**config.mk**
```make
export PLATFORM = sky130hd
export DESIGN_NAME = irig_b_encoder
export DESIGN_NICKNAME = d
export VERILOG_FILES = /design/src/rtl/irig_b_encoder.sv
export SDC_FILE = /design/constraint.sdc
export NUM_CORES = 1
export LEC_CHECK = 0
export ABC_AREA = 1
export CORE_MARGIN = 2
export CORE_UTILIZATION = 54
export CTS_CLUSTER_SIZE = 12
export DETAILED_ROUTE_END_ITERATION = 16
export PLACE_DENSITY = 0.77
export SYNTH_ARGS = -nofsm -noshare
export SYNTH_HDL_FRONTEND = slang
export SYNTH_SLANG_ARGS = --single-unit
```
**constraint.sdc**
```tcl
create_clock -name clk -period 2.6 [get_ports clk]
set_input_delay 0.52 -clock clk [delete_from_list [all_inputs] [get_ports clk]]
set_output_delay 0.52 -clock clk [all_outputs]
set_load 0.02 [all_outputs]
```
**src/rtl/irig_b_encoder.sv**
```systemverilog
// IRIG-B DC-level (pulse-width-coded) timecode encoder.
// 100 symbols per frame; frame time is loaded through a shadow register or self-advanced by 1 s per frame.
module irig_b_encoder #(
  parameter int unsigned SYM_CYC = 500_000,
  parameter int unsigned W0      = 100_000,
  parameter int unsigned W1      = 250_000,
  parameter int unsigned WP      = 400_000
) (
  input  logic       clk,
  input  logic       rst_n,
  input  logic       en,
  input  logic       time_valid,
  input  logic [3:0] sec_u_in,
  input  logic [2:0] sec_t_in,
  input  logic [3:0] min_u_in,
  input  logic [2:0] min_t_in,
  input  logic [3:0] hour_u_in,
  input  logic [1:0] hour_t_in,
  input  logic [3:0] day_u_in,
  input  logic [3:0] day_t_in,
  input  logic [1:0] day_h_in,
  input  logic [3:0] year_u_in,
  input  logic [3:0] year_t_in,
  output logic       bcode_out,
  output logic       frame_start,
  output logic       time_ack
);

  localparam int unsigned CNT_W = (SYM_CYC > 1) ? $clog2(SYM_CYC) : 1;
  localparam int unsigned IDX_W = 7;
  localparam int unsigned VEC_W = 128;

  typedef struct packed {
    logic [3:0] year_t;
    logic [3:0] year_u;
    logic [1:0] day_h;
    logic [3:0] day_t;
    logic [3:0] day_u;
    logic [1:0] hour_t;
    logic [3:0] hour_u;
    logic [2:0] min_t;
    logic [3:0] min_u;
    logic [2:0] sec_t;
    logic [3:0] sec_u;
  } bcd_time_t;

  typedef enum logic {ST_IDLE, ST_RUN} state_t;

  state_t             state, state_d;
  logic [CNT_W-1:0]   sym_cnt;
  logic [IDX_W-1:0]   bit_idx;
  bcd_time_t          in_time, shadow, frame_t, frame_inc, load_time;
  logic               pending;
  logic               sent;
  logic               running, at_start, take_new, sym_last, p_sym;
  logic [CNT_W-1:0]   sym_w;
  logic [VEC_W-1:0]   data_vec;
  logic               c_sec, c_min, c_hour, c_day;

  assign in_time = {year_t_in, year_u_in, day_h_in, day_t_in, day_u_in,
                    hour_t_in, hour_u_in, min_t_in, min_u_in, sec_t_in, sec_u_in};

  assign running   = (state == ST_RUN) && en;
  assign at_start  = running && (sym_cnt == '0) && (bit_idx == '0);
  assign sym_last  = (sym_cnt == CNT_W'(SYM_CYC - 1));
  assign take_new  = pending | time_valid;
  assign load_time = time_valid ? in_time : shadow;

  // Enable sequencing: one idle edge after en rises, then the frame starts at symbol 0.
  always_ff @(posedge clk or negedge rst_n) begin
    if (!rst_n) state <= ST_IDLE;
    else        state <= state_d;
  end

  always_comb begin
    state_d = state;
    if (!en)                   state_d = ST_IDLE;
    else if (state == ST_IDLE) state_d = ST_RUN;
  end

  // Symbol width from frame-register bits, laid out by symbol index.
  always_comb begin
    data_vec        = '0;
    data_vec[4:1]   = frame_t.sec_u;
    data_vec[8:6]   = frame_t.sec_t;
    data_vec[13:10] = frame_t.min_u;
    data_vec[17:15] = frame_t.min_t;
    data_vec[23:20] = frame_t.hour_u;
    data_vec[26:25] = frame_t.hour_t;
    data_vec[33:30] = frame_t.day_u;
    data_vec[38:35] = frame_t.day_t;
    data_vec[41:40] = frame_t.day_h;
    data_vec[53:50] = frame_t.year_u;
    data_vec[58:55] = frame_t.year_t;
    p_sym = (bit_idx == 7'd0) ||
            (bit_idx inside {7'd9, 7'd19, 7'd29, 7'd39, 7'd49, 7'd59, 7'd69, 7'd79, 7'd89, 7'd99});
    if (p_sym)                 sym_w = CNT_W'(WP);
    else if (data_vec[bit_idx]) sym_w = CNT_W'(W1);
    else                       sym_w = CNT_W'(W0);
  end

  // +1 s in BCD; ">=" comparisons keep out-of-range digits rolling instead of sticking.
  always_comb begin
    frame_inc = frame_t;
    c_sec = 1'b0; c_min = 1'b0; c_hour = 1'b0; c_day = 1'b0;
    if (frame_t.sec_u >= 4'd9) begin
      frame_inc.sec_u = '0;
      if (frame_t.sec_t >= 3'd5) begin frame_inc.sec_t = '0; c_sec = 1'b1; end
      else frame_inc.sec_t = frame_t.sec_t + 3'd1;
    end else frame_inc.sec_u = frame_t.sec_u + 4'd1;
    if (c_sec) begin
      if (frame_t.min_u >= 4'd9) begin
        frame_inc.min_u = '0;
        if (frame_t.min_t >= 3'd5) begin frame_inc.min_t = '0; c_min = 1'b1; end
        else frame_inc.min_t = frame_t.min_t + 3'd1;
      end else frame_inc.min_u = frame_t.min_u + 4'd1;
    end
    if (c_min) begin
      if (frame_t.hour_t >= 2'd2 && frame_t.hour_u >= 4'd3) begin
        frame_inc.hour_t = '0; frame_inc.hour_u = '0; c_hour = 1'b1;
      end else if (frame_t.hour_u >= 4'd9) begin
        frame_inc.hour_u = '0; frame_inc.hour_t = frame_t.hour_t + 2'd1;
      end else frame_inc.hour_u = frame_t.hour_u + 4'd1;
    end
    if (c_hour) begin
      if (frame_t.day_h >= 2'd3 && frame_t.day_t >= 4'd6 && frame_t.day_u >= 4'd5) begin
        frame_inc.day_h = '0; frame_inc.day_t = '0; frame_inc.day_u = 4'd1; c_day = 1'b1;
      end else if (frame_t.day_u >= 4'd9) begin
        frame_inc.day_u = '0;
        if (frame_t.day_t >= 4'd9) begin
          frame_inc.day_t = '0; frame_inc.day_h = frame_t.day_h + 2'd1;
        end else frame_inc.day_t = frame_t.day_t + 4'd1;
      end else frame_inc.day_u = frame_t.day_u + 4'd1;
    end
    if (c_day) begin
      if (frame_t.year_u >= 4'd9) begin
        frame_inc.year_u = '0;
        frame_inc.year_t = (frame_t.year_t >= 4'd9) ? 4'd0 : frame_t.year_t + 4'd1;
      end else frame_inc.year_u = frame_t.year_u + 4'd1;
    end
  end

  // Time handshake; a frame only advances by 1 s once its predecessor has actually started.
  always_ff @(posedge clk or negedge rst_n) begin
    if (!rst_n) begin
      shadow  <= '0;
      frame_t <= '0;
      pending <= 1'b0;
      sent    <= 1'b0;
    end else begin
      if (time_valid) shadow <= in_time;
      if (at_start) begin
        pending <= 1'b0;
        sent    <= 1'b1;
        if (take_new)  frame_t <= load_time;
        else if (sent) frame_t <= frame_inc;
      end else if (time_valid) begin
        pending <= 1'b1;
      end
    end
  end

  // Symbol counters and registered outputs.
  always_ff @(posedge clk or negedge rst_n) begin
    if (!rst_n) begin
      sym_cnt     <= '0;
      bit_idx     <= '0;
      bcode_out   <= 1'b0;
      frame_start <= 1'b0;
      time_ack    <= 1'b0;
    end else if (running) begin
      sym_cnt <= sym_last ? '0 : sym_cnt + CNT_W'(1);
      if (sym_last) bit_idx <= (bit_idx == 7'd99) ? '0 : bit_idx + 7'd1;
      bcode_out   <= (sym_cnt < sym_w);
      frame_start <= at_start;
      time_ack    <= at_start && take_new;
    end else begin
      sym_cnt     <= '0;
      bit_idx     <= '0;
      bcode_out   <= 1'b0;
      frame_start <= 1'b0;
      time_ack    <= 1'b0;
    end
  end

endmodule

```
### Yosys cells after proc, flatten, opt, wreduce, memory -nomap -nowiden

Index checks and enable logic that the tools add are counted.

| word-level totals | value |
|---|---|
| register bits | 108 |
| output and inout bits | 3 |
| input bits | 42 |
| latch bits | 0 |
| memory bits (writable) | 0 |
| memories | 0 |
| memory bits (read-only) | 0 |

| operators by class | value |
|---|---|
| equal/unequal tests | 12 |
| shifts and indexed selects | 0 |
| div/mod/pow operators | 0 |
| bitwise operators | 1 |
| add/subtract/negate cells | 13 |
| reduce and logical (&&, ||, !) cells | 34 |
| muxes and demuxes | 48 |
| multipliers | 0 |
| $lt $le $gt $ge | 16 |

Operators by type and width:

| kind | count |
|---|---|
| 38-bit two-way mux | 3 |
| 19-bit two-way mux | 3 |
| 4-bit two-way mux | 8 |
| 4-bit by 1-bit adder with 4-bit output, second input constant | 7 |
| 7-bit == test, second input constant | 4 |
| 4-bit >= comparator, second input constant | 7 |
| 7-bit two-way mux | 4 |
| 7-bit by 6-bit == test with 1-bit output, second input constant | 3 |
| 10-bit two-way mux | 2 |
| 19-bit by 1-bit adder with 19-bit output, second input constant | 1 |
| 19-bit == test, second input constant | 1 |
| 19-bit zero test | 1 |
| 19-bit < comparator | 1 |
| 18-bit two-way mux | 1 |
| 6-bit two-way mux | 3 |
| 2-bit nonzero test | 9 |
| 1-bit two-way mux | 16 |
| 4-bit AND reduction | 4 |
| 3-bit AND reduction | 5 |
| 7-bit by 5-bit == test with 1-bit output, second input constant | 2 |
| 3-bit two-way mux | 4 |
| 10-bit nonzero test | 1 |
| 3-bit nonzero test | 3 |
| 4-bit by 3-bit >= comparator with 1-bit output, second input constant | 2 |
| other kinds (18) | 29 |

### Depth between registers and ports, before layout

| logic depth | value |
|---|---|
| word-level depth | 9 |
| mapped depth | 18 |

### Least setup slack after synthesis

OpenSTA, ideal clock, no wires.

| timing | value |
|---|---|
| path kind | reg2reg |
| start | register bit_idx[1] |
| end | register bcode_out |
| clock period less this slack | 2661 ps |
| arrival | 2584 ps |
| cell stages (with the launch flop) | 17 |
| data required time | 2522 ps |
| buffers on the path | 2 |
| library setup time | 78 ps |
| slack | -61 ps |
| cells stage by stage | dfrtp_1 clkbuf_1 inv_1 clkbuf_1 ha_1 nand2_1 nor3_1 nor2_1 nand3_1 nor2_1 nand2_1 inv_1 ha_1 a211o_1 a21oi_1 o221ai_1 a21oi_1 |

| on the way | value |
|---|---|
| word-level cells in the longest chain between the ends | 6 |

RTL lines:

| item | RTL line | source |
|---|---|---|
| start, declared | 51 | `logic [IDX_W-1:0] bit_idx;` |
| start signal, assigned | 173 | `if (sym_last) bit_idx <= (bit_idx == 7'd99) ? '0 : bit_idx + 7'd1;` |
| 1-bit binary-select mux with 7-bit select, or another cell as far along | 98 | `else if (data_vec[bit_idx]) sym_w = CNT_W'(W1);` |
| 1-bit two-way mux (not written as such) / 10-bit nonzero test (equally long branches) | 98, 96 |  |
| 18-bit two-way mux / 1-bit logical OR (equally long branches) | 98, 95 |  |
| 19-bit two-way mux * | 97 | `if (p_sym) sym_w = CNT_W'(WP);` |
| 19-bit < comparator * | 174 | `bcode_out <= (sym_cnt < sym_w);` |
| 1-bit two-way mux * | 171 | `end else if (running) begin` |
| end signal, assigned | 174 |  |
| end, declared | 24 | `output logic bcode_out,` |

Every way passes the cells marked *; elsewhere a longest branch is shown, timed or not. The select of a mux whose other input is x is not followed.
A chain may end at the register's enable or synchronous reset.

### Worst setup path after layout

Ends and elaborated chain as after synthesis.

==> flow_summary_export.csv <==
group,metric,value,unit
route,drc_errors,0,
grt,antenna_found_initial,0,
pwr,power_density,604,nW/um^2
grt,grt_max_degree,64,
sta,maxSlewViolCount,0,
yosys,synth_compound_area_share,11.9,%
sta,rsz0062_at_grt,"true",
pwr,ir_worst_vdd,0.310,mV
grt,grt_usage,24.2,%
yosys,ys_seq_area_share,41.4,%
sta,relSlewSlack,67.7,%
yosys,synth_cells,850,
yosys,synth_top_area_share,41.4,%
sta,fin_skew,7.33,ps
cts,h-tree-depth,3,
route,wl_per_cell,14.0,um
cts,clk_pin_slew,70,ps
pwr,leakagePower,3.78,nW
yosys,syn_nets,936,
sta,finalHoldViolCount,0,
yosys,yosys.area_share.simple,28.1,%
die,io_pins,45,
sta,fin_crit,2480,ps
yosys,synth_async_sr_flop_share,100,%
sta,timing.final.crit_share,95.2,%
route,via_per_inst,5.32,
cts,clock-sinks,108,
yosys,synth_largest_area_cell,"dfrtp_1",
critical_path,required,2890,ps
yosys,synth_cell_types,48,
route,routed_wl,15000,um
grt,grt_pass1_wl,25400,um
cts,cts_tree,"done",
layout,final_common_cell,"nand2_1",
die,die_h,114,um
yosys,synth-adder-area-share,8.44,%
critical_path,end_kind,"flop",
yosys,synth-xor-area-share,2.15,%
yosys,yosys_warnings,0,
sta,max_slew.worst_pin.slew,480,ps
placed_design,place_worst_setup_slack,-85.4,ps
route,dr.pass1.iters,5,
critical_path,arrival,2770,ps
run,max_cap_violations,0,
layout,syn2layout_area_growth,19.6,%
critical_path,critPathMaxFanout,10,
placed_design,port_buffers,44,
yosys,synth_top_flop_cell,"dfrtp_1",
pwr,finalPower,0.00471,W
critical_path,worst_setup_path_start_kind,"flop",
yosys,synth_top_family_by_area,"simple AND/OR/NAND/NOR gates",
layout,antenna_cells,0,
yosys,synthMuxAreaShare,0.959,%
status,status,"finished clean",
min_path,holdCritPathClass,"reg2reg",
sta,fin_ws,124,ps
die,core,11900,sq um
route,drtIter0Drc,441,
grt,grt_pass1_vias,5445,
cts,numCtsBuffers,9,
placed_design,place.gp.congestion,0.934,
placed_design,dp_hpwl,11200,um
yosys,synth_area_per_cell,7.67,sq um
sta,fmax,0.404,GHz
cts,root_buffer,"clkbuf_16",
die,die-width,114,um
die,initial_utilization,54.7,%
yosys,synth_edf_count,0,
sta,tns,0,ps
yosys,synth.area.top_cells,"dfrtp_1 (41%), nand2_1 (13%), ha_1 (8.4%)",
grt,grt_overflow,0,
route,vias,5712,
critical_path,critPathKind,"reg2reg",
yosys,synth-seq-cells,108,
die,rows,40,
route,ant_nets,0,
cts,clk_latency,360,ps
sta,hold_ws,470,ps
cts,clk_path_buf_depth,2,
layout,drive_gt1_share,11.6,%
yosys,syn_area,6520,sq um
layout,layout_common_cells,"nand2_1 (228), dfrtp_1 (105), inv_1 (83)",
sta,setup_viol_count_final,0,
layout,nets,1007,
die,die_area,13000,sq um
## logic make-up (layout without fill, tap and decap cells)
logic type,Yosys count,after routing
AOI/OAI and AO/OA,134,134
xor gates and xnor gates,16,16
adders and majority gates,44,44
buffers and inverters,118,194
DFF,108,108
muxes,6,6
and+or+nand+nor,424,424
## path summary, 6_finish.rpt
path	startpoint	end	slack (ps)	cells after the start
setup / recovery	bit_idx[1]	bcode_out	120	17
setup reg to reg	bit_idx[1]	bcode_out	120	17
min in group asynchronous	rst_n	shadow[23]	520	2
hold reg to reg	shadow[19]	shadow[19]	470	2
max in group asynchronous	rst_n	bit_idx[2]	1350	3
hold / removal	shadow[19]	shadow[19]	470	2
## worst max-delay path, stage by stage (launching register included)
cell and delay [ps]:
dfrtp_1 410, inv_2 190, buf_4 170, nand2_1 50, nand3_1 80, nand2_1 50, nand2_1 50, nand3_1 110
nand2_1 110, nand3_2 90, nand2_2 90, nand2_2 60, inv_2 70, ha_4 190, a211o_1 300, a21oi_2 150
o221ai_2 110, a21oi_2 110
## flip-flops by register name, indices dropped and copies added (netlist names), 7 cells and up
signal and count:
data_vec 38, sym_cnt 19, bit_idx 7, shadow 38
## timing repair
| action | in CTS | in global routing |
|---|---|---|
| buffers inserted | 0 | 4 |
| hold endpoints to repair | 7 | 0 |
| setup endpoints to repair | 1 | 1 |
| pin swaps | 0 | 10 |
| resized for setup | 4 | 34 |
| hold buffers | 1 | 0 |
## stage by stage
| step | instance area (sq um) | cells | utilization, % |
|---|---|---|---|
| 2_1_floorplan | 6520 | 850 | - |
| 3_3_place_gp | 7370 | 1054 | 61.9 |
| 3_5_place_dp | 7370 | 1054 | 61.9 |
| 4_1_cts | 7680 | 1071 | 64.4 |
| 5_1_grt | 7800 | 1073 | 65.5 |
| 6_report | 7800 | 1073 | 65.5 |
## synthesized netlist by cell type (3+ instances only)
cell type,count
a21oi_1,60
o21ai_0,34
inv_1,88
nor2_4,3
nand3_1,47
nand4_1,10
nor4_1,5
a22o_1,6
o31ai_1,3
xnor2_1,5
mux2i_1,4
clkbuf_1,21
xor2_1,11
dfrtp_1,108
inv_2,3
o21ai_1,5
a31oi_1,4
a211oi_1,3
a221oi_1,3
ha_1,44
nor2_1,90
o22ai_1,3
nor3_1,22
nand2_1,233
a22oi_1,7
## power by group
| group | leakage [nW] | total [W] | switching [W] | internal [W] |
|---|---|---|---|---|
| combinational | 2.31 | 0.00117 | 0.000665 | 0.000503 |
| sequential | 1.33 | 0.00220 | 0.000272 | 0.00193 |
| clock | 0.137 | 0.00134 | 0.000652 | 0.000689 |
## final cells by class
class                           instances  area, sq um
Sequential cell                       108         2710
Clock buffer                           11          243
Multi-Input combinational cell        624         3450
Clock inverter                          5         42.5
Tap cell                              147          184
Timing Repair Buffer                   85          810
Inverter                               93          358
Fill cell                            1017         4120
## layer usage
layer,vias up,part of all wire (%),GRT usage [%]
met1,2655,46,32.4
met2,117,48,41.1
met3,19,4.2,3.61
li1,2921,-,-
met5,-,0,0
met4,0,1.7,6.83
(Power assumes the default switching activity.)
